**src/rtl/pll_reset_sequencer.sv**
```systemverilog
// -----------------------------------------------------------------------------
// pll_reset_sequencer
//   Turns the asynchronous PLL LOCK flag into a clean, registered active-low
//   system reset for the processor clock domain.
//
//   Operation:
//     - LOCK is synchronised.
//     - It must then stay high for LOCK_STABLE_CYCLES consecutive cycles.
//     - Reset is then held for RESET_HOLD_CYCLES more cycles and released.
//     - Losing lock after release re-asserts reset and bumps a saturating
//       loss counter.
//     - A software request re-runs only the hold interval.
//
//   Ports:
//     clock_in         in   1  system clock (PLL-derived), posedge
//     reset_n          in   1  asynchronous active-low reset
//     pll_lock         in   1  PLL LOCK, asynchronous to clock_in
//     sw_reset_req     in   1  single-cycle request to re-run the reset hold
//     sys_reset_n      out  1  active-low downstream reset, registered
//     sys_ready        out  1  high one cycle after sys_reset_n rises
//     lock_loss_count  out  8  lock losses seen in RUN, saturating at 255
//     seq_state        out  2  current sequencer state (debug)
// -----------------------------------------------------------------------------
module pll_reset_sequencer #(
    parameter int unsigned SYNC_STAGES        = 2,
    parameter int unsigned LOCK_STABLE_CYCLES = 1024,
    parameter int unsigned RESET_HOLD_CYCLES  = 16,
    parameter int unsigned CNT_W              = 16
) (
    input  logic       clock_in,
    input  logic       reset_n,
    input  logic       pll_lock,
    input  logic       sw_reset_req,
    output logic       sys_reset_n,
    output logic       sys_ready,
    output logic [7:0] lock_loss_count,
    output logic [1:0] seq_state
);

    typedef enum logic [1:0] {
        ST_WAIT_LOCK = 2'd0,
        ST_STABILIZE = 2'd1,
        ST_HOLD      = 2'd2,
        ST_RUN       = 2'd3
    } state_t;

    // Terminal counts for the two timed intervals
    localparam logic [CNT_W-1:0] LOCK_LAST = CNT_W'(LOCK_STABLE_CYCLES - 1);
    localparam logic [CNT_W-1:0] HOLD_LAST = CNT_W'(RESET_HOLD_CYCLES - 1);
    localparam logic [CNT_W-1:0] CNT_ONE   = CNT_W'(1);
    localparam logic [7:0]       LOSS_MAX  = 8'hFF;

    logic [SYNC_STAGES-1:0] r_sync;
    state_t                 r_state;
    logic [CNT_W-1:0]       r_cnt;

    logic                   w_lock_s;
    state_t                 w_next_state;
    logic [CNT_W-1:0]       w_next_cnt;
    logic                   w_loss_inc;
    logic                   w_next_run;

    // LOCK synchroniser; only the last stage is visible to the sequencer
    always_ff @(posedge clock_in or negedge reset_n) begin
        if (!reset_n) begin
            r_sync <= '0;
        end else begin
            r_sync <= {r_sync[SYNC_STAGES-2:0], pll_lock};
        end
    end

    assign w_lock_s = r_sync[SYNC_STAGES-1];

    // Next-state and interval counter
    always_comb begin
        w_next_state = r_state;
        w_next_cnt   = r_cnt;
        w_loss_inc   = 1'b0;
        case (r_state)
            ST_WAIT_LOCK: begin
                if (w_lock_s) begin
                    w_next_state = ST_STABILIZE;
                    w_next_cnt   = '0;
                end
            end
            ST_STABILIZE: begin
                if (!w_lock_s) begin
                    w_next_state = ST_WAIT_LOCK;
                end else if (r_cnt == LOCK_LAST) begin
                    w_next_state = ST_HOLD;
                    w_next_cnt   = '0;
                end else begin
                    w_next_cnt   = r_cnt + CNT_ONE;
                end
            end
            ST_HOLD: begin
                if (!w_lock_s) begin
                    w_next_state = ST_WAIT_LOCK;
                end else if (r_cnt == HOLD_LAST) begin
                    w_next_state = ST_RUN;
                    w_next_cnt   = '0;
                end else begin
                    w_next_cnt   = r_cnt + CNT_ONE;
                end
            end
            ST_RUN: begin
                // Lock loss wins over a coincident software request
                if (!w_lock_s) begin
                    w_next_state = ST_WAIT_LOCK;
                    w_loss_inc   = 1'b1;
                end else if (sw_reset_req) begin
                    w_next_state = ST_HOLD;
                    w_next_cnt   = '0;
                end
            end
            default: begin
                w_next_state = ST_WAIT_LOCK;
                w_next_cnt   = '0;
            end
        endcase
    end

    assign w_next_run = (w_next_state == ST_RUN);

    // State register and registered outputs
    always_ff @(posedge clock_in or negedge reset_n) begin
        if (!reset_n) begin
            r_state         <= ST_WAIT_LOCK;
            r_cnt           <= '0;
            sys_reset_n     <= 1'b0;
            sys_ready       <= 1'b0;
            lock_loss_count <= '0;
        end else begin
            r_state     <= w_next_state;
            r_cnt       <= w_next_cnt;
            // Reset follows the next state so it moves on the same edge as the FSM
            sys_reset_n <= w_next_run;
            // Ready lags the release by one cycle but drops together with reset
            sys_ready   <= w_next_run & sys_reset_n & (r_state == ST_RUN);
            if (w_loss_inc && (lock_loss_count != LOSS_MAX)) begin
                lock_loss_count <= lock_loss_count + 8'd1;
            end
        end
    end

    assign seq_state = r_state;

endmodule

```
**config.mk**
```make
export PLATFORM = sky130hd
export DESIGN_NAME = pll_reset_sequencer
export DESIGN_NICKNAME = d
export VERILOG_FILES = /design/src/rtl/pll_reset_sequencer.sv
export SDC_FILE = /design/constraint.sdc
export NUM_CORES = 1
export LEC_CHECK = 0
export ABC_AREA = 1
export BUFFER_PORTS_ARGS = -buffer_cell sky130_fd_sc_hd__clkbuf_2
export CORE_ASPECT_RATIO = 0.7
export CORE_MARGIN = 3
export CORE_UTILIZATION = 51
export CTS_CLUSTER_DIAMETER = 150
export CTS_CLUSTER_SIZE = 8
export DETAILED_ROUTE_END_ITERATION = 8
export MAX_ROUTING_LAYER = met4
export PLACE_DENSITY = 0.7
export SYNTH_ARGS = -nofsm -noshare
export SYNTH_HDL_FRONTEND = slang
export SYNTH_SLANG_ARGS = --single-unit
```
**constraint.sdc**
```tcl
create_clock -name clock_in -period 2 [get_ports clock_in]
set_input_delay 0.1 -clock clock_in [delete_from_list [all_inputs] [get_ports clock_in]]
set_output_delay 0.1 -clock clock_in [all_outputs]
set_load 0.01 [all_outputs]
```
==> summary.md, run 1 <==
| Metric | Value |
|---|---|
| Status | finished, final reports clean |
| Worst-skew pair later-pin latency | around 0.28 ns |
| Final WS setup | about 0.17 ns |
| Die X | ~76 microns |
| Hold crit path type | reg2reg |
| Post-synth cell types | 27 |
| Via-to-Cell Ratio | 5.45 |
| First-pass GRT wire length | 6.62 mm |
| Largest net degree at the start of global routing | 31 |
| Crit path cell chain | buf_4 > ha_1 > nor3_1 > nand2_1 > nand2_1 > inv_2 > nor2_4 > nand2_4 > a21oi_1 > nand2_1 > o21ai_0 |
| Synth Instances | 215 |
| Cts bufs inserted | 5 |
| Sequential area share after synthesis | 43.5% |
| Io pins | 16 |
| Max Clock Freq | 547 MHz |
| Gr busiest metal | met1 |
| Worst Path Required | 2.19 ns |
| CTS root buffer | clkbuf_8 |
| CTS Buffer Depth | 2 |
| Initial Utilization | a little under three fifths |
| Worst hold slack | 0.353 ns |
| Maxcap violations | 0 |
| Main synth FF type | dfrtp_1 |
| Clk sink count | 30 |
| Final Hold Violating Endpoints | 0 |
| Power Internal | 1.17 mW |
| Tcrit/Tclk final | between 90% and 100% |
| CP peak stage delay | about 0.41 ns |
| Drt first pass iters | 4 |
| Die Span Y | 54.7 microns |
| Iter 0 DRT Violations | approximately 120 |
| Number of port buffers | 15 |
| Most frequent cell on the critical path | nand2_1 |
| Comb power frac | 24.2% |
| Layout fillers | approximately 260 |
| Sw frac | around a third |
| Switching power | 0.544 mW |
| GRT Total Usage | between 20% and 30% |
| RSZ-0062 raised after global routing | false |
| Maximum vdd ir drop | 531 uV |
| Die area | 4130 sq um |
| Yosys top cell area share | 43.5% |
| DR vias | 1503 |
| Clock power share | 36.8% |
| DRC viols | 0 |
| Post-detailed-route count of antenna-violating nets | 0 |
| Commonest non-fill, non-tap cell in the layout | nand2_1 |
| H-tree levels | 2 |
| Footprint of the multi-input gates | 872 sq um |
| Final Cell Area | 1990 sq um |
| Non-filler cells, final | ~280 |
| Total power | around 1.7 mW |
| Antenna violations before repair | 0 |
| Nets@finish | between 200 and 300 |
| Worst setup SP type | flip-flop |
| Met3 global-route usage | ~5.5% |
| Post-Syn Nets | 226 |
| TritonCTS clock tree | yes |
| Critical Setup Path Class | reg2reg |
| Skew final | 0.00456 ns |
| Max Slew Vio Count | 0 |
| Final wirelength | 3.86 mm |
| Relative slew slack | 51.9% |
| EDFF count, synth | 0 |
| Reg power frac | about two fifths |
| Overflow after GRT | 0 |
| Routability cong. | a little over 0.9 |
| Routed WL per cell | 14.0 microns |
| Dpl cell area | between 1500 and 2000 sq um |
| Reg area | 752 sq um |
| Yosys top cell by area | dfrtp_1 |
| Most frequent cells in the layout | nand2_1 (55), dfrtp_1 (29), inv_1 (24), nor2_1 (24), nand3_1 (16) |
| Dpl cells | 266 |
| Synth Warn # | 0 |
| CP max FO | 9 |
| Syn_area_per_cell | 8.03 sq um |
| M2 GR Usage | 31.2% |
| Worst EP arrival | roughly 2 ns |
| Num rows | 16 |
| Synthesized cell area | 1730 sq um |
| Layout area overhead | 15.3% |
| CP Capture Type | flip-flop |
| Share of cells above drive strength 1 | 16.3% |
| Placement Setup Slack | 0.156 ns |
| Post-synth ARST share | 100% |
| FF+latch count, synth | 30 |
| Final TNS setup | 0 ns |
| Number of global-route vias before repair | approximately 1.4k |
| Core Area | 3000 sq um |
| Met1 usage | 32.7% |
| Crit-path slowest cell | dfrtp_1 |
| PD cells | 861 nW/um^2 |
| Post-DP HPWL | 2.84 mm |
| Worst slew pin tran | 0.721 ns |
| CTS clk-pin slew, worst paths | about 0.07 ns |
| Synth area leaders | dfrtp_1 (44%), nand2_1 (12%), inv_1 (5.2%) |
| Final core utilization | between 60 and 70% |
| Setup violations, final | 0 |
| Final critical-path required period | 1.83 ns |
| Diodes inserted | 0 |
| LEAKAGE | 0.952 nW |
[routing by layer]
metal  wire length, microns  vias to the layer above
li1                       -                      741
met1                   1990                      703
met2                   1620                       57
met3                    243                        2
met4                      8                        0
met5                      0                        -
[layout make-up]
cell class	instances	share of cell area, %
repair buffers	19	5.53
inverters	26	4.91
multi-input cells	158	43.8
clock buffers	6	4.15
clock inverters	1	1.51
flip-flops and latches	30	37.8
well taps	36	2.26
[power by group through the flow]
stage               registers [mW]  clock network (mW)  logic (mW)
floorplan                    0.676                   0       0.278
global placement             0.676                   0       0.381
detailed placement           0.680                   0       0.388
CTS                          0.669               0.636       0.396
global route                 0.671               0.666       0.459
finish                       0.667               0.631       0.415
[repair_timing]
item                                   4_1_cts  5_1_grt
buffers inserted                             0        1
hold buffers                                 2        0
setup endpoints to repair                    0        1
endpoints found under the hold margin       31        0
resized for setup                            0        1
[Yosys cell counts (2+ instances only)]
cell type and n:
nand3_2 2, ha_1 7, nand2_1 55, o22ai_1 3
a21oi_1 6, nor2_4 2, inv_1 24, nand3_1 16
inv_2 2, xnor2_1 4, dfrtp_1 30, nand4_1 5
nand2_2 2, nor3_1 6, xor2_1 9, nor2_1 24
o21ai_0 8
[flip-flops by register name, summed over array words and instances (netlist names)]
name	flops
sys_reset_n	1
r_cnt	16
lock_loss_count	8
seq_state	2
r_sync	2
sys_ready	1
[worst max-delay path, delay by kind of cell, from the launching register on]
family	cells	cell delay, ns
adders and majority gates	1	0.23
and+or+nand+nor	6	0.62
buffers and inverters	2	0.26
DFF	1	0.41
AOI/OAI and AO/OA	2	0.20
[worst paths after layout]
check	from	endpoint	slack [ns]	cells past startpoint
worst max-delay path	seq_state[0]$_DFF_PN0_	r_cnt[4]$_DFFE_PN0P_	0.17	11
worst min-delay path	r_sync[0]$_DFF_PN0_	r_sync[1]$_DFF_PN0_	0.35	0
worst max register to register	seq_state[0]$_DFF_PN0_	r_cnt[4]$_DFFE_PN0P_	0.17	11
worst min register to register	r_sync[0]$_DFF_PN0_	r_sync[1]$_DFF_PN0_	0.35	0
max in group asynchronous	reset_n	seq_state[1]$_DFF_PN0_	1.10	2
min in group asynchronous	reset_n	r_cnt[8]$_DFFE_PN0P_	0.41	2
[kinds of logic (layout without fill, tap and decap cells)]
group	Yosys count	after routing	synth area share, %
AO/OA/AOI/OAI	20	20	6.96
buffers and inverters	27	52	5.95
XOR/XNOR	13	13	6.60
adder cells (fa/ha/maj)	7	7	5.08
AND/OR/NAND/NOR	117	117	31.3
flip-flops	30	30	43.5
multiplexers	1	1	0.653
Note: power is estimated with default switching activity, not from simulation.
==> run 2: changes to the inputs <==
--- a/config.mk
+++ b/config.mk
@@ -10,6 +10,7 @@
 export CORE_ASPECT_RATIO = 0.7
 export CORE_MARGIN = 3
 export CORE_UTILIZATION = 51
+export CTS_BUF_LIST = sky130_fd_sc_hd__clkbuf_16
 export CTS_CLUSTER_DIAMETER = 150
 export CTS_CLUSTER_SIZE = 8
 export DETAILED_ROUTE_END_ITERATION = 8
==> run 2 against run 1 <==
  * Worst setup slack better by 0.028 ns
  * Final cell count is 0.36% lower
  * Clock-buffer cell count shrank 1
  * Critical path depth unchanged
  * Non-clock buffer count fell by 1
  * Routed wire length shrank 1.0%
  * Clock power rose by 31%
  * Sequential share of layout area down 0.77 points
  * Via count decreased by 0.47%
  * Register-to-register slack improved by 0.03 ns
  * Worst hold slack lost 0.0031 ns
  * Critical endpoint unchanged
  * Highest routed layer unchanged
==> summary.md, run 2 (synthesized netlist as in run 1, its figures left out) <==
| Metric | Value |
|---|---|
| Status | finished, final reports clean (unchanged) |
| Hold crit path type | reg2reg (unchanged) |
| Share of cells above drive strength 1 | 15.9% (was 16.3%) |
| Crit path cell chain | inv_1 > ha_1 > nor3_1 > nand2_1 > nand2_1 > inv_2 > nor2_4 > nand2_4 > a21oi_1 > nand2_1 > o21ai_0 (was buf_4 > ha_1 > nor3_1 > nand2_1 > nand2_1 > inv_2 > nor2_4 > nand2_4 > a21oi_1 > nand2_1 > o21ai_0) |
| Final wirelength | 3.82 mm (was 3.86 mm) |
| Die Span Y | 54.7 microns (unchanged) |
| WP buf/inv | 2 (unchanged) |
| GRT Total Usage | 22.2% (was 22.7%) |
| Routed WL per cell | 13.9 microns (was 14.0 microns) |
| Final critical-path required period | 1.80 ns (was 1.83 ns) |
| Delay-heaviest family, CP | simple AND/OR/NAND/NOR gates (unchanged) |
| Final Hold Violating Endpoints | 0 (unchanged) |
| Worst slew pin tran | 0.712 ns (was 0.721 ns) |
| Number of global-route vias before repair | 1381 (was 1427) |
| Worst-skew pair later-pin latency | 0.27 ns (was 0.28 ns) |
| Top reg by flops | r_cnt (unchanged) |
| Nets@finish | 250 (was 251) |
| Largest net degree at the start of global routing | 31 (unchanged) |
| Diodes inserted | 0 (unchanged) |
| Overflow after GRT | 0 (unchanged) |
| Routability cong. | 0.919 (unchanged) |
| Post-detailed-route count of antenna-violating nets | 0 (unchanged) |
| Iter 0 DRT Violations | 123 (was 119) |
| Setup violations, final | 0 (unchanged) |
| RSZ-0062 raised after global routing | false (unchanged) |
| Tcrit/Tclk final | 90.1% (was 91.5%) |
| Worst R2R Setup Slack | 0.20 ns (was 0.17 ns) |
| Clk sink count | 30 (unchanged) |
| Worst setup SP type | flip-flop (unchanged) |
| Worst EP arrival | 1.98 ns (was 2.02 ns) |
| Post-CTS setup buffers | 0 (unchanged) |
| Non-filler cells, final | 275 (was 276) |
| Max Clock Freq | 555 MHz (was 547 MHz) |
| Num rows | 16 (unchanged) |
| Biggest regs | r_cnt (16), lock_loss_count (8) (unchanged) |
| H-tree levels | 2 (unchanged) |
| Maximum vdd ir drop | 566 uV (was 531 uV) |
| Max Slew Vio Count | 0 (unchanged) |
| Core Area | 3000 sq um (unchanged) |
| DR vias | 1496 (was 1503) |
| CP peak stage delay | 0.41 ns (about the same) |
| DRC viols | 0 (unchanged) |
| Post-DP HPWL | 2.84 mm (unchanged) |
| CTS clk-pin slew, worst paths | 0.05 ns (was 0.07 ns) |
| Io pins | 16 (unchanged) |
| Relative slew slack | 52.5% (was 51.9%) |
| Initial Utilization | 57.5% (unchanged) |
| Layout area overhead | 17.7% (was 15.3%) |
| CTS root buffer | clkbuf_16 (was clkbuf_8) |
| Die X | 75.5 microns (unchanged) |
| Final core utilization | 67.6% (was 66.3%) |
| Commonest non-fill, non-tap cell in the layout | nand2_1 (unchanged) |
| Maxcap violations | 0 (unchanged) |
| CP Capture Type | flip-flop (unchanged) |
| Worst Path Required | 2.18 ns (was 2.19 ns) |
| Final TNS setup | 0 ns (unchanged) |
| Via-to-Cell Ratio | 5.44 (was 5.45) |
| CP max FO | 9 (unchanged) |
| Die area | 4130 sq um (unchanged) |
| PD cells | 932 nW/um^2 (was 861 nW/um^2) |
| Drt first pass iters | 4 (unchanged) |
| First-pass GRT wire length | 6.47 mm (was 6.62 mm) |
| Dpl cells | 266 (unchanged) |
| Max reg flops | 16 (unchanged) |
| TritonCTS clock tree | yes (unchanged) |
| Number of port buffers | 15 (unchanged) |
| Skew final | 0.00500 ns (was 0.00456 ns) |
| Antenna violations before repair | 0 (unchanged) |
| Most frequent cell on the critical path | nand2_1 (unchanged) |
| CTS Buffer Depth | 2 (unchanged) |
| Critical Setup Path Class | reg2reg (unchanged) |
| Cts bufs inserted | 5 (unchanged) |
| Crit-path slowest cell | dfrtp_2 (was dfrtp_1) |
| Most frequent cells in the layout | nand2_1 (55), dfrtp_1 (29), inv_1 (24), nor2_1 (24), nand3_1 (16) (unchanged) |
| LEAKAGE | 0.965 nW (was 0.952 nW) |
## run 2: cell count changes in the layout (fill, tap and decap cells not counted), sizes merged
| cell | delta |
|---|---|
| buf | -1 |
| clkinv | +1 |
| clkbuf | -1 |
## run 2: final cells by class
| class | instances | area (sq um) |
|---|---|---|
| fillers | 254 | 972 |
| well taps | 36 | 45.0 |
| multi-input cells | 158 | 875 |
| flip-flops and latches | 30 | 752 |
| clock inverters | 2 | 33.8 |
| inverters | 26 | 97.6 |
| clock buffers | 5 | 125 |
| repair buffers | 18 | 103 |
## run 2: layer usage
metal,track usage [%],wire [microns]
met1,33.0,1930
met2,30.2,1580
met3,4.40,275
met4,6.69,42
met5,-,0
## run 2: what timing repair did
action,CTS,global route
hold buffers,2,0
gates resized for setup,0,2
endpoints found under the setup margin,0,1
hold endpoints to repair,31,0
## run 2: report_power, final
part / total, mW / internal, mW / switching (mW) / leakage [nW]
Clock: 0.825 / 0.574 / 0.251 / 0.0773
Combinational: 0.396 / 0.123 / 0.273 / 0.478
Sequential: 0.671 / 0.636 / 0.0352 / 0.410
Total: 1.89 / 1.33 / 0.559 / 0.965
## run 2: through the flow
stage | hold slack [ns] | area [sq um] | setup slack, ns | total power [mW]
finish | 0.350 | 2030 | 0.198 | 1.89
floorplan | -0.196 | 1730 | 0.295 | 0.954
global placement | 0.187 | 1850 | 0.216 | 1.06
global route | 0.364 | 2030 | 0.0188 | 1.98
detailed placement | 0.199 | 1850 | 0.156 | 1.07
CTS | 0.350 | 2030 | 0.154 | 1.90
## run 2: final timing paths
path / from / endpoint / depth (start not counted)
setup / recovery: seq_state[1]$_DFF_PN0_ / r_cnt[4]$_DFFE_PN0P_ / 11
setup reg to reg: seq_state[1]$_DFF_PN0_ / r_cnt[4]$_DFFE_PN0P_ / 11
max in group asynchronous: reset_n / seq_state[1]$_DFF_PN0_ / 2
hold reg to reg: r_sync[0]$_DFF_PN0_ / r_sync[1]$_DFF_PN0_ / 0
hold / removal: r_sync[0]$_DFF_PN0_ / r_sync[1]$_DFF_PN0_ / 0
min in group asynchronous: reset_n / r_cnt[8]$_DFFE_PN0P_ / 2
==> run 3: changes to the inputs <==
--- a/config.mk
+++ b/config.mk
@@ -5,7 +5,6 @@
 export SDC_FILE = /design/constraint.sdc
 export NUM_CORES = 1
 export LEC_CHECK = 0
-export ABC_AREA = 1
 export BUFFER_PORTS_ARGS = -buffer_cell sky130_fd_sc_hd__clkbuf_2
 export CORE_ASPECT_RATIO = 0.7
 export CORE_MARGIN = 3
==> constraint.sdc (replaced) <==
create_clock -name clock_in -period 1.7 [get_ports clock_in]
set_input_delay 0.085 -clock clock_in [delete_from_list [all_inputs] [get_ports clock_in]]
set_output_delay 0.085 -clock clock_in [all_outputs]
set_load 0.01 [all_outputs]
==> run 3 against run 2 <==
  * The flow now finishes with violations (negative setup slack)
  * Worst setup slack got worse by 0.66 ns
  * Clock skew decreased by 0.0018 ns
  * Final cell count increased by 0.73%
  * Synthesized cell count decreased by 20%
  * Combinational power increased by 81%
  * First-iteration DRC count increased by 16%
  * Synthesized area decreased by 3.9%
  * Global-route usage increased by 7.1 points
  * Critical path depth decreased by 6
  * Cell area increased by 24%
  * Flip-flop and latch count unchanged
  * Non-clock buffer count increased by 47
==> summary.md, run 3 <==
| Metric | Value |
|---|---|
| Synth cell count leaders | dfrtp_1 (30), nand2_1 (27), nand3_1 (12), inv_1 (11), nor2_1 (10) (was nand2_1 (55), dfrtp_1 (30), inv_1 (24), nor2_1 (24), nand3_1 (16)) |
| Crit-path slowest cell | or4_4 (was dfrtp_2) |
| Sw frac | 28.5% (was 29.5%) |
| WL met2 | 2.62 mm (was 1.58 mm) |
| CP Capture Type | flip-flop (unchanged) |
| Worst slew pin tran | 0.759 ns (was 0.712 ns) |
| Core Area | 2940 sq um (was 3000 sq um) |
| PD cells | 1050 nW/um^2 (was 932 nW/um^2) |
| Routed WL per cell | 19.2 microns (was 13.9 microns) |
| Final WS setup | -0.466 ns (was 0.198 ns) |
| Cts bufs inserted | 5 (unchanged) |
| Syn_area_per_cell | 9.58 sq um (was 8.03 sq um) |
| Nets@finish | 251 (was 250) |
| Final Cell Area | 2520 sq um (was 2030 sq um) |
| Relative slew slack | 49.4% (was 52.5%) |
| Initial Utilization | 56.3% (was 57.5%) |
| Synth Warn # | 0 (unchanged) |
| Number of port buffers | 15 (unchanged) |
| DRC viols | 0 (unchanged) |
| Worst Path Required | 1.85 ns (was 2.18 ns) |
| Post-DP HPWL | 3.21 mm (was 2.84 mm) |
| Die X | 74.1 microns (was 75.5 microns) |
| H-tree levels | 2 (unchanged) |
| CP peak stage delay | 0.56 ns (was 0.41 ns) |
| RSZ-0062 raised after global routing | true (was false) |
| Reg power frac | 28.9% (was 35.5%) |
| FF+latch count, synth | 30 (unchanged) |
| Yosys top cell area share | 45.3% (was 43.5%) |
| Final Hold Violating Endpoints | 0 (unchanged) |
| Wire length on met3 | 371 microns (was 275 microns) |
| Final critical-path required period | 2.17 ns (was 1.80 ns) |
| Non-filler cells, final | 277 (was 275) |
| Synth Instances | 173 (was 215) |
| Delay-heaviest family, CP | simple AND/OR/NAND/NOR gates (unchanged) |
| Count leader, synth | dfrtp_1 (was nand2_1) |
| Most frequent cells in the layout | buf_4 (42), dfrtp_1 (29), nand2_1 (25) (was nand2_1 (55), dfrtp_1 (29), inv_1 (24), nor2_1 (24), nand3_1 (16)) |
| Die area | 3980 sq um (was 4130 sq um) |
| Post-detailed-route count of antenna-violating nets | 0 (unchanged) |
| Io pins | 16 (unchanged) |
| Biggest regs | r_cnt (16), lock_loss_count (8) (unchanged) |
| Drt first pass iters | 4 (unchanged) |
| Main synth FF type | dfrtp_1 (unchanged) |
| DR vias | 1660 (was 1496) |
| Most frequent cell on the critical path | or4_4 (was nand2_1) |
| Maximum vdd ir drop | 754 uV (was 566 uV) |
| CTS root buffer | clkbuf_16 (unchanged) |
| CP max FO | 3 (was 9) |
| CTS Buffer Depth | 2 (unchanged) |
| TritonCTS clock tree | yes (unchanged) |
| Met1 wire length | 2.21 mm (was 1.93 mm) |
| LEAKAGE | 1.14 nW (was 0.965 nW) |
| Status | finished with violations (was finished, final reports clean) |
| Worst-skew pair later-pin latency | 0.28 ns (was 0.27 ns) |
| Die Span Y | 53.7 microns (was 54.7 microns) |
| Critical Setup Path Class | reg2reg (unchanged) |
| EDFF count, synth | 0 (unchanged) |
| Switching power | 0.751 mW (was 0.559 mW) |
| Antenna violations before repair | 0 (unchanged) |
| Iter 0 DRT Violations | 143 (was 123) |
| Overflow after GRT | 0 (unchanged) |
| Power Internal | 1.89 mW (was 1.33 mW) |
| CTS clk-pin slew, worst paths | 0.05 ns (about the same) |
| Num rows | 16 (unchanged) |
| Final wirelength | 5.32 mm (was 3.82 mm) |
| Layout area overhead | 51.8% (was 17.7%) |
| Max Slew Vio Count | 0 (unchanged) |
| Worst setup SP type | flip-flop (unchanged) |
| Violated checks | negative setup slack |
| Hold crit path type | reg2reg (unchanged) |
| Clk sink count | 30 (unchanged) |
| Crit path cell chain | or4_4 > or4_4 > or4_4 > nand3_2 > a21oi_1 (was inv_1 > ha_1 > nor3_1 > nand2_1 > nand2_1 > inv_2 > nor2_4 > nand2_4 > a21oi_1 > nand2_1 > o21ai_0) |
| Skew final | 0.00318 ns (was 0.00500 ns) |
| WP buf/inv | 0 (was 2) |
| Post-Syn Nets | 184 (was 226) |
| Clock power share | 43.9% (was 43.6%) |
| Max reg flops | 16 (unchanged) |
| Maxcap violations | 0 (unchanged) |
| Worst EP arrival | 2.31 ns (was 1.98 ns) |
| GRT Total Usage | 29.3% (was 22.2%) |
| Diodes inserted | 0 (unchanged) |
| Synth area leaders | dfrtp_1 (45%), nand2_1 (6.1%), ha_1 (5.3%) (was dfrtp_1 (44%), nand2_1 (12%), inv_1 (5.2%)) |
| First-pass GRT wire length | 8.12 mm (was 6.47 mm) |
| Placement Setup Slack | -0.444 ns (was 0.156 ns) |
| Dpl cell area | 2110 sq um (was 1850 sq um) |
| Comb power frac | 27.1% (was 20.9%) |
| Via-to-Cell Ratio | 5.99 (was 5.44) |
| Dpl cells | 263 (was 266) |
| Max Clock Freq | 462 MHz (was 555 MHz) |
| Top reg by flops | r_cnt (unchanged) |
| Synthesized cell area | 1660 sq um (was 1730 sq um) |
| Post-synth ARST share | 100% (unchanged) |
| Largest net degree at the start of global routing | 31 (unchanged) |
| Uppermost routed layer | met4 (unchanged) |
| Setup violations, final | 21 (was 0) |
| Yosys top cell by area | dfrtp_1 (unchanged) |
| Share of cells above drive strength 1 | 43.2% (was 15.9%) |
| Layout fillers | 138 (was 254) |
| Routability cong. | 0.882 (was 0.919) |
| Post-synth cell types | 40 (was 27) |
| Worst hold slack | 0.351 ns (was 0.350 ns) |
| Number of global-route vias before repair | 1646 (was 1381) |
| Tcrit/Tclk final | 127% (was 90.1%) |
| Sequential area share after synthesis | 45.3% (was 43.5%) |
| Commonest non-fill, non-tap cell in the layout | buf_4 (was nand2_1) |
==> run 3: cell count changes after synthesis, sizes merged, moves of 3 or more <==
| cell | before | now |
|---|---|---|
| clkbuf | 0 | 3 |
| inv | 26 | 11 |
| nand2 | 58 | 27 |
| nand3 | 18 | 13 |
| nor2 | 27 | 10 |
| nor3 | 7 | 2 |
| nor4 | 1 | 5 |
| o21ai | 8 | 5 |
| o311ai | 0 | 5 |
| or4 | 0 | 3 |
| xnor2 | 4 | 7 |
| xor2 | 9 | 4 |
==> run 3: final cells by class <==
cell class | count | area (sq um) | share of cell area (%)
clock buffer | 5 | 125 | 4.97
inverter | 11 | 41.3 | 1.64
tap | 36 | 45.0 | 1.79
sequential | 30 | 752 | 29.9
multi-input combinational | 127 | 1010 | 40.2
timing repair buffer | 65 | 478 | 19.0
clock inverter | 3 | 63.8 | 2.53
==> run 3: power groups by stage <==
stage          combinational [mW]  sequential, mW  clock (mW)
2_1_floorplan               0.291           0.785           0
3_3_place_gp                0.537           0.772           0
3_5_place_dp                0.560           0.774           0
4_1_cts                     0.646           0.765        1.16
5_1_grt                     0.773           0.766        1.20
6_report                    0.716           0.763        1.16
==> run 3: cells by family after synthesis <==
family          share of synthesized area, %
compound gates                          12.3
buf+inv                                 4.75
flops                                   45.3
xor+xnor                                5.81
mux                                    0.679
fa+ha+maj                               5.28
simple gates                            25.9
==> run 3: timing repair <==
item | in CTS | in global routing
hold buffers | 2 | 0
setup buffers | 1 | 3
gates resized for setup | 16 | 17
gates cloned | 0 | 0
pin swaps | 10 | 19
endpoints found under the hold margin | 31 | 0
endpoints found under the setup margin | 25 | 24
==> run 3: worst register-to-register path, cell delays in order, from the launching register on <==
cell and delay (ns):
dfrtp_1 0.38, or4_4 0.56, or4_4 0.45, or4_4 0.49, nand3_2 0.11, a21oi_1 0.05
==> run 3: final timing paths <==
check                                      start                endpoint  slack [ns]  depth (start not counted)
max in group asynchronous                reset_n    r_cnt[9]$_DFFE_PN0P_        0.75                          2
min                          r_sync[0]$_DFF_PN0_     r_sync[1]$_DFF_PN0_        0.35                          0
max reg2reg                r_cnt[13]$_DFFE_PN0P_   sys_reset_n$_DFF_PN0_       -0.47                          5
min reg2reg                  r_sync[0]$_DFF_PN0_     r_sync[1]$_DFF_PN0_        0.35                          0
min in group asynchronous                reset_n  seq_state[1]$_DFF_PN0_        0.43                          2
max                        r_cnt[13]$_DFFE_PN0P_   sys_reset_n$_DFF_PN0_       -0.47                          5
==> run 3: per-layer routing <==
metal  global-route usage (%)  up-vias
li1                         -      759
met1                     33.6      810
met2                     47.6       78
met3                     8.77       13
met4                     13.6        0
met5                        -        -
==> run 3: per-stage QoR <==
step           power [mW]  setup TNS, ns  util, %
3_5_place_dp         1.33          -6.88     71.6
3_3_place_gp         1.31          -5.64     71.6
5_1_grt              2.74          -8.71     85.5
2_1_floorplan        1.08          -3.27        -
6_report             2.64          -7.37     85.5
4_1_cts              2.57          -6.08     82.0
